===== src/rtl/fns_dec_seq.sv =====
// Sequential Fibonacci-numeral-system decoder: masks a codeword and sums F(i+1) weights DPC digits per clock.
// Accept at edge t, result valid from edge t+NCH; held stable under out_ready=0.
module fns_dec_seq #(
  parameter int CW  = 9,
  parameter int BW  = 7,
  parameter int DPC = 3
) (
  input  logic          clk,
  input  logic          rst,
  input  logic          in_valid,
  output logic          in_ready,
  input  logic [CW-1:0] codein,
  input  logic [CW-1:0] en_flag,
  input  logic          clr,
  output logic          out_valid,
  input  logic          out_ready,
  output logic [BW-1:0] dataout,
  output logic          ovf
);

  // F(1)=F(2)=1
  function automatic int fib(input int n);
    int a, b, t;
    a = 1;
    b = 1;
    for (int i = 2; i < n; i++) begin
      t = a + b;
      a = b;
      b = t;
    end
    return b;
  endfunction

  localparam int AW  = $clog2(fib(CW + 2));
  localparam int NCH = (CW + DPC - 1) / DPC;
  localparam int PW  = NCH * DPC;
  localparam int IW  = (NCH > 1) ? $clog2(NCH) : 1;
  localparam int EW  = ((AW > BW) ? AW : BW) + 1;

  // Weight table padded with zeros so the last partial chunk needs no bounds logic
  function automatic logic [PW*AW-1:0] gen_wts();
    logic [PW*AW-1:0] r;
    r = '0;
    for (int i = 0; i < CW; i++) r[i*AW +: AW] = AW'(fib(i + 1));
    return r;
  endfunction

  localparam logic [PW*AW-1:0] WTS  = gen_wts();
  localparam logic [EW-1:0]    MAXV = (EW'(1) << BW) - EW'(1);

  typedef enum logic [1:0] {IDLE, ACC, DONE} state_t;

  state_t        state;
  logic [PW-1:0] masked;
  logic [AW-1:0] acc;
  logic [AW-1:0] next_acc;
  logic [IW-1:0] idx;
  logic [DPC-1:0] chunk;
  logic [EW-1:0] next_ext;

  always_comb begin
    chunk    = masked[int'(idx)*DPC +: DPC];
    next_acc = acc;
    for (int k = 0; k < DPC; k++) begin
      if (chunk[k]) next_acc = next_acc + WTS[(int'(idx)*DPC + k)*AW +: AW];
    end
    next_ext = EW'(next_acc);
  end

  always_ff @(posedge clk or posedge rst) begin
    if (rst) begin
      state     <= IDLE;
      in_ready  <= 1'b1;
      out_valid <= 1'b0;
      dataout   <= '0;
      ovf       <= 1'b0;
      acc       <= '0;
      idx       <= '0;
      masked    <= '0;
    end else if (clr) begin
      state     <= IDLE;
      in_ready  <= 1'b1;
      out_valid <= 1'b0;
      acc       <= '0;
      idx       <= '0;
    end else begin
      case (state)
        IDLE: begin
          if (in_valid) begin
            masked   <= PW'(codein & en_flag);
            acc      <= '0;
            idx      <= '0;
            in_ready <= 1'b0;
            state    <= ACC;
          end
        end
        ACC: begin
          acc <= next_acc;
          idx <= idx + IW'(1);
          if (idx == IW'(NCH - 1)) begin
            state     <= DONE;
            out_valid <= 1'b1;
            ovf       <= (next_ext > MAXV);
            dataout   <= (next_ext > MAXV) ? {BW{1'b1}} : next_ext[BW-1:0];
          end
        end
        DONE: begin
          if (out_ready) begin
            state     <= IDLE;
            out_valid <= 1'b0;
            in_ready  <= 1'b1;
          end
        end
        default: state <= IDLE;
      endcase
    end
  end

endmodule


===== config.mk =====
export PLATFORM = sky130hd
export DESIGN_NAME = fns_dec_seq
export DESIGN_NICKNAME = d
export VERILOG_FILES = /design/src/rtl/fns_dec_seq.sv
export SDC_FILE = /design/constraint.sdc
export NUM_CORES = 1
export LEC_CHECK = 0
export CORE_ASPECT_RATIO = 1.5
export CORE_MARGIN = 3
export CORE_UTILIZATION = 56
export CTS_CLUSTER_SIZE = 12
export DETAILED_ROUTE_END_ITERATION = 10
export PLACE_DENSITY = 0.89
export RECOVER_POWER = 100
export SLEW_MARGIN = 20
export SYNTH_ARGS = -nofsm -noshare
export SYNTH_HDL_FRONTEND = slang
export SYNTH_SLANG_ARGS = --single-unit

===== constraint.sdc =====
create_clock -name clk -period 7 [get_ports clk]
set_input_delay 0.7 -clock clk [delete_from_list [all_inputs] [get_ports clk]]
set_output_delay 0.7 -clock clk [all_outputs]
set_load 0.02 [all_outputs]

==> flow_summary.toml <==
[flow_run]
max-cap-violations = 0

[grt]
grt_overflow = 0
antenna_found_initial = 0
grt_max_degree = 31
first_global_vias = 2233
globalRouteTotalUtil_pct = 24.4
grt_pass1_wl_mm = 9.67

[sta]
worst_slew_pin_slew_ns = 1.10
setup_violations = 0
grt_setup_unrepaired = "no"
finalMaxSlewViolations = 0
fmax_mhz = 170
relSlewSlack_pct = 26.4
fin_crit_sh_pct = 84.1
hold_violations = 0
skew_ns = 0.00665
setup_tns_ns = 0
fin_crit_ns = 5.89

[critical_path]
cp.arrival_ns = 6.08
path_buf_inv = 1
critPathSlowestCell = "dfrtp_1"
startpoint_type = "register"
crit_path_end_kind = "register"
critPathKind = "register to register"
path_max_fanout = 12
critPathTopFamily = "adder cells"
cp.required_ns = 7.19
cp_common_cell = "ha_1"
max_stage_delay_ns = 0.60

[routing]
post_drt_wl_per_cell_um = 15.6
ant_nets = 0
drt_first_pass_iters = 4
drtIter0Drc = 54
remaining_drc_errors = 0
drt-total-wl_mm = 5.55
viasPerCell = 6.12
vias = 2178

[logic_synthesis]
avgSynthCellArea_sq_um = 8.89
seq_area_frac_synth_pct = 30.9
ys_types = 49
synth_area_sq_um = 2440
synth_seq_cells = 30
synth_warnings = 0
syn-instance-count = 274

[final_layout]
mostFrequentLayoutCell = "nand2_1"
antenna_cells = 0
drive_above_1_share_pct = 6.75
final_cell_mix = "nand2_1, ha_1, dfrtp_1"
nNetsFinal = 366
syn_to_final_growth_pct = 18.6

[clocking]
clock_sinks = 30
cts_tree = "done"
ctsHoldBuffers = 0
clk_latency_ns = 0.28
cts_made_buffers = 5
cts-root-buf = "clkbuf_8"
post_cts_buffers = 0
clk_pin_slew_ns = 0.06
htreeDepth = 2
cts_buffer_depth = 2
cts_resized = 0

[floorplan]
rows = 28
die_h_um = 86.8
core_sq_um = 4060
die_x_um = 59.9
pin_count = 33
initial_core_util_pct = 59.9
die_area_sq_um = 5190

[pwr]
power_mw = 0.602
vdd_drop_max_mv = 0.225
power-per-cell-area_nw_per_um2 = 208
leakagePower_nw = 1.36

[placement]
io_buffer_count = 32
place_congestion = 0.978
dpl.hpwl_mm = 4.35

[status]
outcome = "finished clean"

[worst_hold_path]
hp-class = "register to register"
-- cell usage after synthesis, drive strengths merged --
master / n / area share (%)
nand2: 47 / 7.2
ha: 30 / 15
dfrtp: 29 / 30
o21ai: 29 / 6.0
nor2: 19 / 2.9
a21oi: 18 / 3.7
inv: 15 / 2.3
xnor2: 9 / 3.2
nor3: 7 / 1.6
mux2: 6 / 2.8
mux2i: 6 / 2.6
xor2: 6 / 2.2
o21a: 4 / 1.2
a211oi: 3 / 0.92
a21o: 3 / 0.92
a221oi: 3 / 1.3
a22o: 3 / 1.1
fa: 3 / 2.5
nand3: 3 / 0.62
a311oi: 2 / 0.98
and3: 2 / 0.51
buf: 2 / 0.67
clkbuf: 2 / 0.31
nand2b: 2 / 0.51
nor3b: 2 / 0.62
o21bai: 2 / 0.62
o2bb2ai: 2 / 1.2
a21boi: 1 / 0.31
a2bb2oi: 1 / 0.62
a31oi: 1 / 0.26
and2: 1 / 0.26
and2b: 1 / 0.41
and3b: 1 / 0.36
conb: 1 / 0.15
dfstp: 1 / 1.1
nand4: 1 / 0.26
nor2b: 1 / 0.26
nor4: 1 / 0.26
o2111ai: 1 / 0.36
o221a: 1 / 0.46
or2: 1 / 0.26
xnor3: 1 / 0.92
-- path summary, 6_finish.rpt --
kind / start / to / slack, ns / cells past startpoint
setup / recovery: idx[0] / acc[6] / 1.11 / 25
hold / removal: masked[8] / masked[8] / 0.49 / 2
setup reg to reg: idx[0] / acc[6] / 1.11 / 25
hold reg to reg: masked[8] / masked[8] / 0.49 / 2
max in group asynchronous: rst / masked[0] / 5.18 / 2
min in group asynchronous: rst / acc[4] / 1.15 / 2
-- layer usage --
| metal | vias to the layer above | global-route usage (%) | wire length (um) |
|---|---|---|---|
| li1 | 1039 | - | - |
| met5 | - | 0 | 0 |
| met3 | 22 | 2.83 | 219 |
| met1 | 1048 | 27.9 | 2190 |
| met2 | 69 | 41.4 | 2870 |
| met4 | 0 | 15.7 | 263 |
-- cells by family after synthesis --
logic type | synth area share, %
xor+xnor | 6.32
other cells | 0.154
simple gates | 16.1
flops | 30.9
buf+inv | 3.29
compound gates | 20.0
fa+ha+maj | 17.9
mux | 5.39
-- where the power goes --
part	leakage [nW]	internal (mW)	switching [mW]
logic	0.895	0.0981	0.131
registers	0.404	0.194	0.0178
clock network	0.0575	0.0991	0.0618
-- area by class of cell --
cell class | count | area, sq um
Multi-Input combinational cell | 226 | 1600
Clock buffer | 8 | 110
Inverter | 15 | 56.3
Tap cell | 45 | 56.3
Sequential cell | 30 | 752
Fill cell | 280 | 1170
Timing Repair Buffer | 32 | 320
-- sequential cells by signal, indices dropped and copies added, names as in the netlist --
name,cells
dataout,7
acc,7
ovf,1
out_valid,1
state,2
idx,2
in_ready,1
masked,9
-- tightest hold or removal path, delay by kind of cell, from the launching register on --
kind / cells / cell delay (ns)
flops: 1 / 0.34
compound gates: 1 / 0.06
simple gates: 1 / 0.05
-- per-stage QoR --
stage               cells  instance area [sq um]  worst slack (ns)  hold slack (ns)  utilization [%]
floorplan             275                   2440              1.74            0.449                -
global placement      348                   2790              1.42            0.467             68.7
detailed placement    348                   2790              1.25            0.481             68.7
CTS                   356                   2900              1.16            0.495             71.4
global route          356                   2890             0.541            0.517             71.1
finish                356                   2890              1.11            0.495             71.1
Power figures use the tool's default switching activity.
